## src/rtl/time_set_multi.sv

```systemverilog
// Time-set editor: captures the running time, edits one digit at a time from
// debounced buttons with auto-repeat, and pulses commit with the edited value.
module time_set_multi #(
  parameter int                              NUM_DIGITS   = 4,
  parameter int                              DIGIT_W      = 4,
  parameter logic [NUM_DIGITS*DIGIT_W-1:0]   MAX_VALUES   = 16'h5959,
  parameter bit                              WRAP         = 1'b1,
  parameter int                              REPEAT_DELAY = 50_000_000,
  parameter int                              REPEAT_RATE  = 10_000_000
) (
  input  logic                              MCLK,
  input  logic                              RESET,
  input  logic                              enable,
  input  logic                              inc,
  input  logic                              dec,
  input  logic                              left,
  input  logic                              right,
  input  logic [NUM_DIGITS*DIGIT_W-1:0]     cur_digits,
  output logic [NUM_DIGITS*DIGIT_W-1:0]     edit_digits,
  output logic [$clog2(NUM_DIGITS)-1:0]     location,
  output logic                              editing,
  output logic                              commit
);
  // state  | meaning
  // IDLE   | not editing, waiting for enable
  // LOAD   | one cycle, captured (clamped) time on display, cursor leftmost
  // EDIT   | buttons act on the digit under the cursor
  // COMMIT | one-cycle commit pulse, edit_digits holds the final value

  localparam int LOC_W   = $clog2(NUM_DIGITS);
  localparam int CNT_TOP = (REPEAT_DELAY > REPEAT_RATE) ? REPEAT_DELAY : REPEAT_RATE;
  localparam int CNT_W   = $clog2(CNT_TOP + 1);

  typedef enum logic [1:0] {IDLE, LOAD, EDIT, COMMIT} state_t;
  state_t state, state_nxt;

  logic inc_q, dec_q, left_q, right_q;
  logic rpt_act;
  logic [CNT_W-1:0] rpt_cnt;

  logic act, inc_only, dec_only, inc_press, dec_press, left_press, right_press;
  logic move_l, move_r, rpt_tc, step_up, step_dn;
  logic [LOC_W-1:0] sel;
  logic [DIGIT_W-1:0] dig_val, dig_max, dig_new;
  logic [NUM_DIGITS*DIGIT_W-1:0] load_val;

  always_ff @(posedge MCLK or posedge RESET) begin
    if (RESET) state <= IDLE;
    else       state <= state_nxt;
  end

  always_comb begin
    state_nxt = state;
    case (state)
      IDLE:    if (enable) state_nxt = LOAD;
      LOAD:    state_nxt = EDIT;
      EDIT:    if (!enable) state_nxt = COMMIT;
      COMMIT:  state_nxt = IDLE;
      default: state_nxt = IDLE;
    endcase
  end

  assign editing = (state == LOAD) || (state == EDIT);
  assign commit  = (state == COMMIT);

  always_ff @(posedge MCLK or posedge RESET) begin
    if (RESET) begin
      inc_q   <= 1'b0;
      dec_q   <= 1'b0;
      left_q  <= 1'b0;
      right_q <= 1'b0;
    end else begin
      inc_q   <= inc;
      dec_q   <= dec;
      left_q  <= left;
      right_q <= right;
    end
  end

  // Buttons only act in EDIT while enable is still high; the exit cycle is ignored.
  assign act         = (state == EDIT) && enable;
  assign inc_only    = inc & ~dec;
  assign dec_only    = dec & ~inc;
  assign inc_press   = inc_only & ~inc_q;
  assign dec_press   = dec_only & ~dec_q;
  assign left_press  = left & ~left_q;
  assign right_press = right & ~right_q;
  assign move_l      = act & left_press & ~right_press & (location != '0);
  assign move_r      = act & right_press & ~left_press & (location != LOC_W'(NUM_DIGITS - 1));
  assign rpt_tc      = rpt_act && (rpt_cnt == '0);
  assign step_up     = act & inc_only & (inc_press | (inc_q & rpt_tc));
  assign step_dn     = act & dec_only & (dec_press | (dec_q & rpt_tc));

  always_ff @(posedge MCLK or posedge RESET) begin
    if (RESET) begin
      rpt_act <= 1'b0;
      rpt_cnt <= '0;
    end else if (!act || !(inc_only || dec_only) || move_l || move_r) begin
      rpt_act <= 1'b0;
      rpt_cnt <= '0;
    end else if (inc_press || dec_press) begin
      rpt_act <= 1'b1;
      rpt_cnt <= CNT_W'(REPEAT_DELAY - 1);
    end else if (rpt_act) begin
      if (rpt_cnt == '0) rpt_cnt <= CNT_W'(REPEAT_RATE - 1);
      else               rpt_cnt <= rpt_cnt - 1'b1;
    end
  end

  // Cursor 0 is the leftmost digit, which is the most significant index.
  assign sel     = LOC_W'(NUM_DIGITS - 1) - location;
  assign dig_val = edit_digits[sel*DIGIT_W +: DIGIT_W];
  assign dig_max = MAX_VALUES[sel*DIGIT_W +: DIGIT_W];

  always_comb begin
    dig_new = dig_val;
    if (step_up) begin
      if (dig_val >= dig_max) dig_new = WRAP ? '0 : dig_max;
      else                    dig_new = dig_val + 1'b1;
    end else if (step_dn) begin
      if (dig_val == '0)      dig_new = WRAP ? dig_max : '0;
      else                    dig_new = dig_val - 1'b1;
    end
  end

  always_comb begin
    load_val = '0;
    for (int i = 0; i < NUM_DIGITS; i++) begin
      if (cur_digits[i*DIGIT_W +: DIGIT_W] > MAX_VALUES[i*DIGIT_W +: DIGIT_W])
        load_val[i*DIGIT_W +: DIGIT_W] = MAX_VALUES[i*DIGIT_W +: DIGIT_W];
      else
        load_val[i*DIGIT_W +: DIGIT_W] = cur_digits[i*DIGIT_W +: DIGIT_W];
    end
  end

  // Capture happens on the IDLE->LOAD edge so the value is already shown during LOAD.
  always_ff @(posedge MCLK or posedge RESET) begin
    if (RESET) begin
      edit_digits <= '0;
      location    <= '0;
    end else if (state == IDLE && enable) begin
      edit_digits <= load_val;
      location    <= '0;
    end else begin
      if (step_up || step_dn) edit_digits[sel*DIGIT_W +: DIGIT_W] <= dig_new;
      if (move_l)      location <= location - 1'b1;
      else if (move_r) location <= location + 1'b1;
    end
  end

endmodule

```

## config.mk

```make
export PLATFORM = sky130hd
export DESIGN_NAME = time_set_multi
export DESIGN_NICKNAME = d
export VERILOG_FILES = /design/src/rtl/time_set_multi.sv
export SDC_FILE = /design/constraint.sdc
export NUM_CORES = 1
export LEC_CHECK = 0
export CAP_MARGIN = 30
export CORE_MARGIN = 4
export CORE_UTILIZATION = 46
export CTS_CLUSTER_DIAMETER = 30
export DETAILED_ROUTE_END_ITERATION = 6
export GPL_ROUTABILITY_DRIVEN = 1
export HOLD_SLACK_MARGIN = 0.03
export PLACE_DENSITY = 0.7
export REMOVE_ABC_BUFFERS = 1
export SLEW_MARGIN = 10
export SYNTH_ARGS = -nofsm -noshare
export SYNTH_HDL_FRONTEND = slang
export SYNTH_SLANG_ARGS = --single-unit
```

## constraint.sdc

```tcl
create_clock -name MCLK -period 4.6 [get_ports MCLK]
set_clock_uncertainty 0.1 [all_clocks]
set_input_delay 0.69 -clock MCLK [delete_from_list [all_inputs] [get_ports MCLK]]
set_output_delay 0.69 -clock MCLK [all_outputs]
set_load 0.02 [all_outputs]
```

# == After elaboration in Yosys (flattened, before gate mapping) ==
# Index checks and enable logic that the tools add are counted.
# W data, S select, Z words.
# totals
in_bits,23
regBits,51
wordCells,103
# op_classes
reduce_logical,21
muxes,23
bitwise,28
eq_ne,6
n_shift,4
n_lt_le_gt_ge,5
n_addsub,7
# ops
cell,count
$mux W26,4
$neg A4 Y34,1
$shift A4 B34 Y16 const A,1
$shiftx A4 B34 Y16,1
$mux W16,2
$mux W4,8
$logic_not A26 Y1,1
$sub A26 B1 Y26 const B,1
$and A1 B1 Y1,18
$bwmux W16,1
$shiftx A16 B5 Y4,1
$shiftx A16 B5 Y4 const A,1
$mux W2,5
$gt A4 B3 Y1 const B,2
$gt A4 B4 Y1 const B,2
$not A1 Y1,8
$pmux W2 S4,1
$logic_or A1 B1 Y1,7
$ne A2 B2 Y1 const B,3
$reduce_bool A2 Y1,3
$reduce_bool A3 Y1,2
$add A4 B1 Y4 const B,1
$eq A2 B2 Y1 const B,2
$ge A4 B4 Y1,1
other kinds (12),17

# == Depth between registers and ports, before layout ==
# Gate-level depths: netlist (run 1).
# depth
word_depth,11
depth_mapped,10
ltp_nobuf,9

# == Worst setup path after synthesis (run 1) ==
# OpenSTA, ideal clock, no wires.
# synth_timing
path_kind,register to register
start,register location[0]
end,register edit_digits[14]
path_buffers,2
t_required_ps,4418
path_slack_ps,1383
arrival_ps,3035
path_stages_with_launch,10
path_cell_list,dfrtp_1 > clkbuf_1 > mux4_2 > clkbuf_1 > ha_1 > a21o_1 > a211o_1 > nor4b_1 > nor2_1 > a31oi_1
# synth_via
elab_chain_cells,10
word_cells_on_any_way,17
cone_classes,add/sub (4); order compare (1); shift (4); mux (7); reduce/logical (1)
# synth_lines
item,line,source
start: declaration,20,"output logic [$clog2(NUM_DIGITS)-1:0] location,"
start signal: assignment,146,if (move_l) location <= location - 1'b1;
start signal: assignment,147,else if (move_r) location <= location + 1'b1;
$sub A2 B2 Y2 (*),111,assign sel = LOC_W'(NUM_DIGITS - 1) - location;
$shiftx A16 B5 Y4,112,assign dig_val = edit_digits[sel*DIGIT_W +: DIGIT_W];
$sub A4 B1 Y4 or $logic_not A4 Y1 (tied branches),"122, 121",
$mux W4,121,if (dig_val == '0) dig_new = WRAP ? dig_max : '0;
$mux W4,120,end else if (step_dn) begin
$mux W4,117,if (step_up) begin
$shiftx A4 B34 Y16,145,if (step_up || step_dn) edit_digits[sel*DIGIT_W +: DIGIT_W] <= dig_new;
$bwmux W16 (*),145,
$mux W16 (*),145,
$mux W16 (*),141,end else if (state == IDLE && enable) begin
end signal: assignment,142,edit_digits <= load_val;
end signal: indexed assignment,145,
end: declaration,19,"output logic [NUM_DIGITS*DIGIT_W-1:0] edit_digits,"
# Mark *: on every way between the ends. The rest lies on a longest branch, timed or not. The select of a mux whose other input is x is not followed.
# A chain may end at the register's enable or synchronous reset.

# == Worst setup path in the final report (run 1) ==
# Same ends and word-level chain as after synthesis.

==> results of run 1 <==
[report_power, final]
| part | internal [W] | switching (W) | total, W |
|---|---|---|---|
| clock network | 0.000112 | 0.000169 | 0.000281 |
| registers | 0.000523 | 0.0000775 | 0.000600 |
| logic | 0.000440 | 0.000639 | 0.00108 |
| total | 0.00107 | 0.000886 | 0.00196 |
[cell usage after synthesis, types with 3 or more instances]
| master | number | share of area |
|---|---|---|
| dfrtp_1 | 51 | 0.37 |
| nor2_1 | 37 | 0.040 |
| o21ai_0 | 25 | 0.036 |
| nand2_1 | 24 | 0.026 |
| a21oi_1 | 21 | 0.030 |
| ha_1 | 18 | 0.065 |
| inv_1 | 18 | 0.019 |
| nor3_1 | 17 | 0.024 |
| clkbuf_1 | 10 | 0.011 |
| nand3_1 | 9 | 0.013 |
| or3_1 | 9 | 0.016 |
| a311oi_1 | 8 | 0.020 |
| a31oi_1 | 8 | 0.014 |
| nor4_1 | 8 | 0.014 |
| xnor2_1 | 8 | 0.020 |
| o31ai_1 | 6 | 0.013 |
| a211oi_1 | 5 | 0.011 |
| nor2b_1 | 5 | 0.0090 |
| nor3b_1 | 5 | 0.011 |
| o21a_1 | 5 | 0.011 |
| a22oi_1 | 4 | 0.0086 |
| and2_1 | 4 | 0.0072 |
| mux4_2 | 4 | 0.026 |
| nand2b_1 | 4 | 0.0072 |
| nand4_1 | 4 | 0.0072 |
| o211ai_1 | 4 | 0.0086 |
| o31a_1 | 4 | 0.010 |
| a2111oi_0 | 3 | 0.0075 |
| a211o_1 | 3 | 0.0075 |
| and3_1 | 3 | 0.0054 |
| buf_2 | 3 | 0.0043 |
| o22ai_1 | 3 | 0.0054 |
| o311ai_1 | 3 | 0.0075 |
[metal layers]
metal / global-route usage / vias up / wire length (um)
li1: - / 1539 / -
met1: 0.281 / 1551 / 4050
met2: 0.363 / 117 / 4630
met3: 0.0300 / 25 / 444
met4: 0.105 / 0 / 272
met5: 0 / - / 0
[sequential cells by signal, indices dropped and copies added, names as in the netlist]
signal / cells
dec_q: 1
edit_digits: 16
rpt_act: 1
inc_q: 1
location: 2
state: 2
left_q: 1
rpt_cnt: 26
right_q: 1
[metrics by stage]
step	instance area, um2	power, W	instances
6_report	4090	0.00196	522
3_5_place_dp	4000	0.00167	514
3_3_place_gp	3980	0.00166	513
4_1_cts	4090	0.00196	522
2_1_floorplan	3410	0.00131	369
5_1_grt	4090	0.00209	522
[worst paths after layout]
kind,from,slack (ns),depth (start not counted),endpoint
max,location[0]$_DFFE_PP0P_,1.26,10,edit_digits[14]$_DFFE_PP0P_
min,rpt_cnt[15]$_DFFE_PP0P_,0.41,1,rpt_cnt[15]$_DFFE_PP0P_
max reg2reg,location[0]$_DFFE_PP0P_,1.26,10,edit_digits[14]$_DFFE_PP0P_
min reg2reg,rpt_cnt[15]$_DFFE_PP0P_,0.41,1,rpt_cnt[15]$_DFFE_PP0P_
max in group asynchronous,RESET,3.35,3,location[1]$_DFFE_PP0P_
min in group asynchronous,RESET,0.55,2,rpt_cnt[13]$_DFFE_PP0P_
[cells by family after synthesis]
family,Yosys count,share of synthesized area
AND/OR/NAND/NOR,143,0.223
buffers and inverters,34,0.0420
XOR/XNOR,10,0.0251
flip-flops,51,0.366
multiplexers,4,0.0258
adder cells (fa/ha/maj),18,0.0646
AO/OA/AOI/OAI,124,0.253
[critical path: stages (launching register included)]
cell and delay (ns):
dfrtp_1 0.46, buf_4 0.24, mux4_2 0.61, inv_1 0.19, ha_1 0.22, nand2b_1 0.07
a21o_1 0.19, a211o_1 0.35, nor4b_1 0.51, nor2_1 0.16, a31oi_1 0.19
[layout make-up]
| class | count | area share |
|---|---|---|
| Inverter | 19 | 0.0174 |
| Multi-Input combinational cell | 299 | 0.504 |
| Clock buffer | 5 | 0.0168 |
| Clock inverter | 3 | 0.00642 |
| Tap cell | 99 | 0.0303 |
| Timing Repair Buffer | 46 | 0.113 |
| Sequential cell | 51 | 0.312 |
==> metrics.txt, run 1 <==
status finished, final reports clean; Crit Path Category register to register; power per standard cell area between 400 and 500 nW/um2; startpoint types register; GRT overflow 0; TritonCTS buffer count 5; # H-tree levels 2; I/O Pins 43; Critical Path RT between 4 and 5 ns; number of remaining DRC errors 0; Finished Core Util 0.561; fin. max-slew vios 0; vias after detailed routing 3232; Total Die Area 9040 um2; sequential-to-total area share from yosys stat 0.366; Rel. slew slack 0.496; Hold Buf Count CTS 0; mapped cell area 3490 um2; Die Width 95.1 um; drt via density around 6.2; commonest non-fill, non-tap cell in the layout dfrtp_1; Crit Path Max Fanout 10; Critical Path AT around 3.5 ns; most frequent cells in the layout dfrtp_1 (51), clkdlybuf4s50_1 (42), nor2_1 (37); ant diodes 0; worst setup margin 1.26 ns; worst hold path class register to register; CTS tree built; average routed wire per standard cell 18.0 um; row count 31; worst IR drop on VDD 0.000284 V; RePlAce Congestion 0.920; final hold slack 0.411 ns; Ys Warns 0; FF/Latch Area 1280 um2; core area 7290 um2; Post-synth EDFFs 0; first-pass GRT wire length 15.7 mm; CTS root buf clkbuf_8; Layout fillers 695; Synth cell types 62; max-cap violations 0; number of global-route vias before repair 3266; # setup viols final 0; Mapped Cells ~380; Top FF cell, synth dfrtp_1; nets@finish 463; Synth async-reset ratio 1.00; Tmin final 3.34 ns; Leakage Power between 1.5 and 2 nW; DRT antenna net count 0; PortBufs between 40 and 50; clock transition at the registers of the reported paths around 0.12 ns; area grow syn2layout 17.4%; Multi-input gate area 2060 um2; Post-CTS Resized 0; DR pass1 iterations 4; HPWL Detailed about 7 mm; post-CTS setup buffer count 0; DP Worst Slack 1.18 ns; Die Y 95.1 um; Hold Fails Final Rpt 0; Achievable Freq approximately 0.30 GHz; Synth Area per Inst 9.08 um2; Critical Path Sink Type register; ratio of cells with drive above 1 in the final layout 0.0615; final worst-path cycle share 0.726; RSZ-0062 raised after global routing false; antenna violations before repair 0; DR iter-0 viols 183; CTS max path bufs 2; routed wire length 9.40 mm; latest clock arrival within the worst-skew pair between 0.3 and 0.4 ns; total track usage 0.219; clock sink count just over 50; synthesized flop and latch total 51; largest net degree at the start of global routing 39; Worst-Margin Slew 0.750 ns; initial core utilization 0.478; setup_tns 0 ns
Power figures use the tool's default switching activity.
==> inputs of run 2 (changes only) <==
--- a/config.mk
+++ b/config.mk
@@ -12,7 +12,7 @@
 export DETAILED_ROUTE_END_ITERATION = 6
 export GPL_ROUTABILITY_DRIVEN = 1
 export HOLD_SLACK_MARGIN = 0.03
-export PLACE_DENSITY = 0.7
+export PLACE_DENSITY = 0.73
 export REMOVE_ABC_BUFFERS = 1
 export SLEW_MARGIN = 10
 export SYNTH_ARGS = -nofsm -noshare
==> constraint.sdc (replaced) <==
create_clock -name MCLK -period 3.01 [get_ports MCLK]
set_clock_uncertainty 0.1 [all_clocks]
set_input_delay 0.4515 -clock MCLK [delete_from_list [all_inputs] [get_ports MCLK]]
set_output_delay 0.4515 -clock MCLK [all_outputs]
set_load 0.02 [all_outputs]
==> run 2 against run 1 <==
Net effect: non-clock buffer count increased by 22; critical path depth decreased by 4; routed wire length increased by 2.6%; sequential cell count unchanged; via count increased by 3.0%; worst hold slack improved by 0.022 ns; sequential share of layout area decreased by 1.1 points; core utilization increased by 2.1 points.
==> metrics.txt, run 2 (synthesis results as in run 1) <==
number of remaining DRC errors 0 (unchanged); final instance area 4250 um2 (was 4090 um2); latest clock arrival within the worst-skew pair 0.31 ns (was 0.32 ns); setup_tns 0 ns (unchanged); DP Worst Slack 0.132 ns (was 1.18 ns); Worst-Margin Slew 0.648 ns (was 0.750 ns); # H-tree levels 2 (unchanged); DRT antenna net count 0 (unchanged); final worst-path cycle share 0.941 (was 0.726); Largest Register rpt_cnt (unchanged); startpoint types register (unchanged); GR Util met3 0.0371 (was 0.0300); Tmin final 2.83 ns (was 3.34 ns); initial core utilization 0.478 (unchanged); HPWL Detailed 7.18 mm (was 7.07 mm); ratio of cells with drive above 1 in the final layout 0.112 (was 0.0615); post-placement cell area 4140 um2 (was 4000 um2); Largest regs rpt_cnt x26, edit_digits x16 (unchanged); Die Y 95.1 um (unchanged); worst setup margin 0.176 ns (was 1.26 ns); DR pass1 iterations 5 (was 4); I/O Pins 43 (unchanged); Post-Layout Cell Count 544 (was 522); Hold Fails Final Rpt 0 (unchanged); routed wire length 9.64 mm (was 9.40 mm); Die Width 95.1 um (unchanged); most frequent cells in the layout dfrtp_1 (50), clkdlybuf4s50_1 (42), nor2_1 (37) (was dfrtp_1 (51), clkdlybuf4s50_1 (42), nor2_1 (37)); Total Die Area 9040 um2 (unchanged); met1 usage 0.285 (was 0.281); Critical Path Sink Type register (unchanged); TritonCTS buffer count 5 (unchanged); worst hold path class register to register (unchanged); DR iter-0 viols 162 (was 183); first-pass GRT wire length 16.4 mm (was 15.7 mm); dpl cells 534 (was 514); core area 7290 um2 (unchanged); clock sink count 51 (unchanged); CTS max path bufs 2 (unchanged); nets@finish 485 (was 463); power per standard cell area 719 nW/um2 (was 479 nW/um2); RSZ-0062 raised after global routing false (unchanged); Achievable Freq 0.353 GHz (was 0.299 GHz); largest net degree at the start of global routing 52 (was 39); worst IR drop on VDD 0.000463 V (was 0.000284 V); Rel. slew slack 0.568 (was 0.496); fin. max-slew vios 0 (unchanged); GRT overflow 0 (unchanged); CTS tree built (unchanged); max reg flops 26 (unchanged); total track usage 0.230 (was 0.219); drt via density 6.12 (was 6.19); Critical Path RT 3.14 ns (was 4.75 ns); met2 Use GR 0.402 (was 0.363); Crit Path Category register to register (unchanged); average routed wire per standard cell 17.7 um (was 18.0 um); Critical Path AT 2.96 ns (was 3.50 ns); vias after detailed routing 3330 (was 3232); commonest non-fill, non-tap cell in the layout dfrtp_1 (unchanged); ant diodes 0 (unchanged); Layout fillers 687 (was 695); GRT busiest layer met2 (unchanged); status finished, final reports clean (unchanged); Register-to-Register Setup Slack 0.18 ns (was 1.26 ns); number of global-route vias before repair 3427 (was 3266); antenna violations before repair 0 (unchanged); final hold slack 0.433 ns (was 0.411 ns); Leakage Power 1.71 nW (was 1.61 nW); RePlAce Congestion 0.946 (was 0.920); PortBufs 42 (unchanged); row count 31 (unchanged); # setup viols final 0 (unchanged); clock transition at the registers of the reported paths 0.10 ns (was 0.12 ns); max-cap violations 0 (unchanged); area grow syn2layout 21.9% (was 17.4%); Crit Path Max Fanout 15 (was 10); CTS root buf clkbuf_8 (unchanged)
[run 2: cell count changes in the layout (fill, tap and decap cells not counted)]
cell / change
buf_4: +23
nor4b_2: +2
nor4b_1: -2
dfrtp_1: -1
buf_12: -1
dfrtp_2: +1
clkinv_2: +1
inv_6: -2
clkbuf_1: +1
clkinv_4: -1
clkinvlp_4: +1
[run 2: area by class of cell]
cell class	count	area, um2	share of cell area
repair buffers	68	616	0.145
flip-flops and latches	51	1280	0.301
clock buffers	6	72.6	0.0171
clock inverters	2	12.5	0.00294
well taps	99	124	0.0291
inverters	19	71.3	0.0168
multi-input cells	299	2080	0.489
[run 2: critical path, cell delays in order (launching register included)]
cell and delay, ns:
dfrtp_1 0.43, or3_1 0.40, or4_4 0.56, o31a_1 0.41, a2111oi_4 0.41, a31oi_1 0.23
o22ai_1 0.22
[run 2: worst paths after layout]
check                      depth (start not counted)                         end               startpoint
min reg2reg                                        1     rpt_cnt[15]$_DFFE_PP0P_  rpt_cnt[15]$_DFFE_PP0P_
min in group asynchronous                          3     rpt_cnt[24]$_DFFE_PP0P_                    RESET
min                                                1     rpt_cnt[15]$_DFFE_PP0P_  rpt_cnt[15]$_DFFE_PP0P_
max reg2reg                                        6  edit_digits[6]$_DFFE_PP0P_  rpt_cnt[16]$_DFFE_PP0P_
max                                                6  edit_digits[6]$_DFFE_PP0P_  rpt_cnt[16]$_DFFE_PP0P_
max in group asynchronous                          3     location[0]$_DFFE_PP0P_                    RESET
[run 2: metrics by stage]
| stage | util | power (W) |
|---|---|---|
| floorplan | - | 0.00200 |
| global placement | 0.567 | 0.00260 |
| detailed placement | 0.567 | 0.00264 |
| CTS | 0.579 | 0.00305 |
| global route | 0.583 | 0.00327 |
| finish | 0.583 | 0.00306 |
[run 2: per-layer routing]
metal,vias to the layer above,share of wire
li1,1580,-
met1,1623,0.42
met2,107,0.51
met3,20,0.046
met4,0,0.022
met5,-,0
[run 2: repair_timing]
action,in CTS,in global routing
resized for setup,0,3
setup buffers,0,2
hold buffers,0,0
setup endpoints to repair,0,7
[run 2: report_power, final]
group | switching (W) | internal, W | total (W)
registers | 0.000119 | 0.000800 | 0.000919
logic | 0.000979 | 0.000757 | 0.00174
clock network | 0.000239 | 0.000163 | 0.000403
